[config.mk]
export PLATFORM = sky130hd
export DESIGN_NAME = ram4k_wr_buffer
export DESIGN_NICKNAME = d
export VERILOG_FILES = /design/src/rtl/ram4k_wr_buffer.sv
export SDC_FILE = /design/constraint.sdc
export NUM_CORES = 1
export LEC_CHECK = 0
export ABC_AREA = 1
export ABC_CLOCK_PERIOD_IN_PS = 3150
export BUFFER_PORTS_ARGS = -buffer_cell sky130_fd_sc_hd__clkbuf_2
export CAP_MARGIN = 20
export CORE_ASPECT_RATIO = 1.1
export CORE_MARGIN = 5
export CORE_UTILIZATION = 43
export DETAILED_ROUTE_END_ITERATION = 6
export GPL_TIMING_DRIVEN = 0
export PLACE_DENSITY = 0.65
export RECOVER_POWER = 100
export SLEW_MARGIN = 10
export SYNTH_ARGS = -nofsm -noshare
export SYNTH_HDL_FRONTEND = slang
export SYNTH_SLANG_ARGS = --single-unit
[constraint.sdc]
create_clock -name clk_i -period 3.15 [get_ports clk_i]
set_clock_uncertainty 0.05 [all_clocks]
set_input_delay 0.63 -clock clk_i [delete_from_list [all_inputs] [get_ports clk_i]]
set_output_delay 0.63 -clock clk_i [all_outputs]
set_load 0.02 [all_outputs]
[src/rtl/ram4k_wr_buffer.sv]
// Write-posting buffer in front of the 4K-word RAM: queues writes, drains one per cycle,
// forwards pending data to both read ports. Define WR_BUFFER_COALESCE_EN to merge same-address writes.
module ram4k_wr_buffer #(
    parameter int DEPTH = 4,
    parameter int AW    = 12,
    parameter int DW    = 16
) (
    input  logic                   clk_i,
    input  logic                   reset_i,        // active-low, asynchronous
    input  logic                   in_valid_i,
    output logic                   in_ready_o,
    input  logic [AW-1:0]          in_addr_i,
    input  logic [DW-1:0]          in_data_i,
    input  logic                   hold_i,
    input  logic                   flush_i,
    output logic                   flush_done_o,
    output logic                   ram_wr_o,
    output logic [AW-1:0]          ram_wr_addr_o,
    output logic [DW-1:0]          ram_d_in_o,
    input  logic [AW-1:0]          rd_addr_a_i,
    input  logic [AW-1:0]          rd_addr_b_i,
    input  logic [DW-1:0]          ram_d_out_a_i,
    input  logic [DW-1:0]          ram_d_out_b_i,
    output logic [DW-1:0]          d_out_a_o,
    output logic [DW-1:0]          d_out_b_o,
    output logic [$clog2(DEPTH):0] count_o,
    output logic                   empty_o,
    output logic                   full_o,
    output logic [1:0]             state_o
);

    localparam int PW = $clog2(DEPTH);
    localparam int CW = PW + 1;

    localparam logic [1:0] ST_RUN   = 2'd0;
    localparam logic [1:0] ST_FLUSH = 2'd1;
    localparam logic [1:0] ST_DONE  = 2'd2;

    logic [AW-1:0] addr_mem_q [DEPTH];
    logic [DW-1:0] data_mem_q [DEPTH];
    logic [PW-1:0] head_q, head_d, tail_q, tail_d;
    logic [CW-1:0] count_q, count_d;
    logic [1:0]    state_q, state_d;
    logic          pop, push, alloc;

`ifdef WR_BUFFER_COALESCE_EN
    logic [DEPTH-1:0] occ;
    logic             coal_hit;
    logic [PW-1:0]    coal_idx;

    // A slot is occupied when its distance from the head is below the count.
    always_comb begin
        logic [PW-1:0] off;
        occ      = '0;
        coal_hit = 1'b0;
        coal_idx = '0;
        for (int i = 0; i < DEPTH; i++) begin
            off    = PW'(i) - head_q;
            occ[i] = (CW'(off) < count_q);
            if (occ[i] && !(pop && PW'(i) == head_q) && addr_mem_q[i] == in_addr_i) begin
                coal_hit = 1'b1;
                coal_idx = PW'(i);
            end
        end
    end

    assign in_ready_o = (state_q == ST_RUN) && (!full_o || coal_hit);
    assign alloc      = push && !coal_hit;
`else
    assign in_ready_o = (state_q == ST_RUN) && !full_o;
    assign alloc      = push;
`endif

    assign empty_o = (count_q == '0);
    assign full_o  = (count_q == CW'(DEPTH));
    assign count_o = count_q;
    assign state_o = state_q;

    assign pop  = !empty_o && !hold_i;
    assign push = in_valid_i && in_ready_o;

    assign ram_wr_o      = pop;
    assign ram_wr_addr_o = addr_mem_q[head_q];
    assign ram_d_in_o    = data_mem_q[head_q];
    assign flush_done_o  = (state_q == ST_DONE);

    assign count_d = count_q + CW'(alloc) - CW'(pop);
    assign head_d  = head_q + PW'(pop);
    assign tail_d  = tail_q + PW'(alloc);

    always_comb begin
        state_d = state_q;
        case (state_q)
            ST_RUN:   if (flush_i) state_d = (count_d == '0) ? ST_DONE : ST_FLUSH;
            ST_FLUSH: if (count_d == '0) state_d = ST_DONE;
            ST_DONE:  state_d = ST_RUN;
            default:  state_d = ST_RUN;
        endcase
    end

    // Oldest to youngest, so the youngest matching entry wins.
    always_comb begin
        logic [PW-1:0] idx;
        d_out_a_o = ram_d_out_a_i;
        d_out_b_o = ram_d_out_b_i;
        for (int k = 0; k < DEPTH; k++) begin
            idx = head_q + PW'(k);
            if (CW'(k) < count_q) begin
                if (addr_mem_q[idx] == rd_addr_a_i) d_out_a_o = data_mem_q[idx];
                if (addr_mem_q[idx] == rd_addr_b_i) d_out_b_o = data_mem_q[idx];
            end
        end
    end

    always_ff @(posedge clk_i or negedge reset_i) begin
        if (!reset_i) begin
            head_q  <= '0;
            tail_q  <= '0;
            count_q <= '0;
            state_q <= ST_RUN;
        end else begin
            head_q  <= head_d;
            tail_q  <= tail_d;
            count_q <= count_d;
            state_q <= state_d;
        end
    end

    // Entry storage carries no reset; occupancy is tracked by count/head only.
    always_ff @(posedge clk_i) begin
        if (alloc) begin
            addr_mem_q[tail_q] <= in_addr_i;
            data_mem_q[tail_q] <= in_data_i;
        end
`ifdef WR_BUFFER_COALESCE_EN
        else if (push) begin
            data_mem_q[coal_idx] <= in_data_i;
        end
`endif
    end

endmodule

==> reports/metrics.csv <==
metric;value;unit
hold_class;in2reg;
clockPowerShare;0.138;
maxSlewViolCount;0;
drv_cap;0;
max_slew.worst_pin.slew;1200;ps
fmax;276;MHz
firstDrtPassIters;6;
worstPathRequired;2470;ps
drive_gt1_frac;0.392;
rsz0062_at_grt;true;
die_width;159;um
max_slew_margin;0.196;
grt_max_degree;17;
switching_share;0.519;
p_leak;7.63;nW
start_kind;register;
fin_crit_sh;1.15;
final_cell_area;15800;sq um
layout_setup_ws;-469;ps
start_util;0.434;
wirelength;42100;um
clk_pin_slew_worst_paths;50;ps
cts_tree;done;
power;14.9;mW
yosysSeqAreaShare;0.340;
cellInternalPower;7.18;mW
yosys_warnings;0;
status;finished with violations;
area_growth;50.1;%
end_kind;output pin;
fillerInstances;2013;
synth_top_area_cell;edfxtp_1;
p_sw;7.74;mW
track_usage;0.268;
dp_hpwl;30100;um
root_buffer;clkbuf_16;
placed_area;11800;sq um
worst-path-max-fanout;10;
clk_path_buf_depth;3;
core_area;24300;sq um
dp_slack;-333;ps
peakVddDrop;590;uV
vias_per_cell;5.59;
drcViolationCount;0;
synthDistinctLibCells;33;
period_needed;3620;ps
synth_top_area_share;0.319;
hold_viol_final;0;
seq_power_share;0.147;
routed-via-count;12114;
portBuffers;157;
grt_pass1_wl;59200;um
die_y;174;um
grt_pass1_vias;10481;
cp.arrival;2940;ps
rows;60;
overflow;0;
drt-initial-drc-count;1646;
synth_cells;1571;
n_antenna_cell;0;
clkLatencyLatePin;440;ps
synth_area_leaders;edfxtp_1 32%, nand2_1 20%, nand3_1 12%;
fin_nets;1949;
h-tree-depth;4;
violations;negative setup slack;
postRouteAntennaNets;0;
cts-buffers-inserted;25;
place.gp.congestion;0.976;
syn_area;10500;sq um
wl_per_cell;19.4;um
synth_nets;1667;
critical_path_class;reg2out;
ys_seq_elements;121;
final-setup-viol-count;33;
powerDensity;942;nW/um^2
ios;159;
antenna_found_initial;0;
comb_power_share;0.716;
cts.sinks;121;
dieArea;27800;sq um
syn_avg_cell_area;6.71;sq um
power groups by stage:
stage / clock (mW) / sequential [mW] / combinational (mW)
2_1_floorplan: 0 / 2.16 / 5.18
3_3_place_gp: 0 / 2.17 / 7.30
3_5_place_dp: 0 / 2.18 / 7.44
4_1_cts: 2.10 / 2.17 / 8.93
5_1_grt: 2.18 / 2.21 / 11.3
6_report: 2.05 / 2.19 / 10.7
final timing paths:
| path | slack, ps | depth (start not counted) | start | end |
|---|---|---|---|---|
| worst max-delay path | -470 | 16 | head_q[0]$_DFF_PN0_ | d_out_a_o[11] |
| max in group asynchronous | 2040 | 2 | reset_i | head_q[1]$_DFF_PN0_ |
| min in group asynchronous | 620 | 2 | reset_i | tail_q[0]$_DFF_PN0_ |
| worst max register to register | 120 | 7 | count_o[2]$_DFF_PN0_ | data_mem_q[0][5]$_DFFE_PP_ |
| worst min register to register | 510 | 1 | tail_q[1]$_DFF_PN0_ | tail_q[1]$_DFF_PN0_ |
| worst min-delay path | 390 | 1 | in_data_i[10] | data_mem_q[0][10]$_DFFE_PP_ |
flip-flops by register name (all words and copies together), names as in the netlist:
signal,flops
addr_mem_q,48
count_o,3
data_mem_q,64
head_q,2
state_o,2
tail_q,2
cells by family (layout without fill, tap and decap cells):
| kind of cell | count (synthesis) | count (layout) | share of synthesized area |
|---|---|---|---|
| xor gates and xnor gates | 28 | 28 | 0.0233 |
| and+or+nand+nor | 958 | 958 | 0.387 |
| muxes | 64 | 64 | 0.0607 |
| buffers and inverters | 258 | 546 | 0.110 |
| adders and majority gates | 7 | 7 | 0.00902 |
| DFF | 121 | 121 | 0.340 |
| AOI/OAI and AO/OA | 135 | 135 | 0.0688 |
area by class of cell:
class,instances,area (sq um),area share
well taps,310,388,0.0245
plain buffers,71,716,0.0452
inverters,186,706,0.0446
clock buffers,26,629,0.0398
clock inverters,7,28.8,0.00182
flip-flops and latches,121,3590,0.227
repair buffers,256,2030,0.128
multi-input cells,1192,7740,0.489
synth_stat cells (all sizes together):
master and n:
a21oi 33, buf 63, clkbuf 9, clkinv 2
dfrtp 9, edfxtp 112, fa 1, ha 6
inv 184, mux2i 64, nand2 589, nand3 254
nand3b 1, nand4 1, nor2 103, nor3 8
nor4 1, o211ai 2, o21ai 100, or2 1
xor2 28
critical path, cell delays in order, from the launching register on:
cell and delay [ps]:
dfrtp_2 450, buf_6 170, buf_6 160, nand2_1 140
nand3_4 160, nand2_4 80, nand2_2 70, nand2_2 60
nor2_2 110, nand2_2 70, nor2_4 270, buf_6 180
nand3_2 70, nand3_2 90, nand2_2 70, a21oi_2 160
clkbuf_8 170
placed cells by master (no fill, tap or decap), types with 2 or more instances in the layout:
cell       Yosys  layout
a21oi_2       10      23
a21oi_4        0      10
buf_12         0      11
buf_2         31       7
buf_4         14      61
buf_6         14      76
buf_8          0      19
clkbuf_1       9      48
clkbuf_16      0      27
clkbuf_2       0      88
clkbuf_8       0      13
clkinv_1       2       6
clkinv_2       0       2
dfrtp_1        9       7
dfrtp_2        0       2
edfxtp_1     112     112
ha_1           6       6
inv_1        181     174
inv_2          3       9
mux2i_1       64      61
mux2i_2        0       3
nand2_1      574     406
nand2_2       14     131
nand2_4        1      45
nand2_8        0       7
nand3_1      252     142
nand3_2        2      85
nand3_4        0      27
nor2_1        91      71
nor2_2         0      19
nor2_4        11      12
nor3_1         8       4
nor3_2         0       4
o211ai_1       2       2
o21ai_0       77      39
o21ai_1       21      23
o21ai_2        2      32
o21ai_4        0       6
xor2_1        28      24
xor2_2         0       4
metal layers:
layer  global-route usage  routed length (um)
met5                    0                   0
met4               0.0658                1210
met3               0.0590                4860
met2                0.393               18200
met1                0.402               17900
stage by stage:
| step | utilization | cells | TNS [ps] | hold WS (ps) |
|---|---|---|---|---|
| 3_3_place_gp | 0.483 | 2038 | -42480 | 453 |
| 2_1_floorplan | - | 1571 | -8270 | 284 |
| 5_1_grt | 0.651 | 2169 | -19210 | 398 |
| 6_report | 0.651 | 2169 | -14280 | 393 |
| 4_1_cts | 0.584 | 2138 | -13700 | 333 |
| 3_5_place_dp | 0.487 | 2043 | -7730 | 463 |
timing repair:
action / CTS / global route
cloned: 12 / 11
pin swaps: 73 / 177
gates resized for setup: 349 / 392
endpoints found under the hold margin: 7 / 0
setup buffers: 50 / 23
endpoints found under the setup margin: 48 / 47
hold buffers: 1 / 0
No activity file was read; power rests on OpenSTA's default activity.
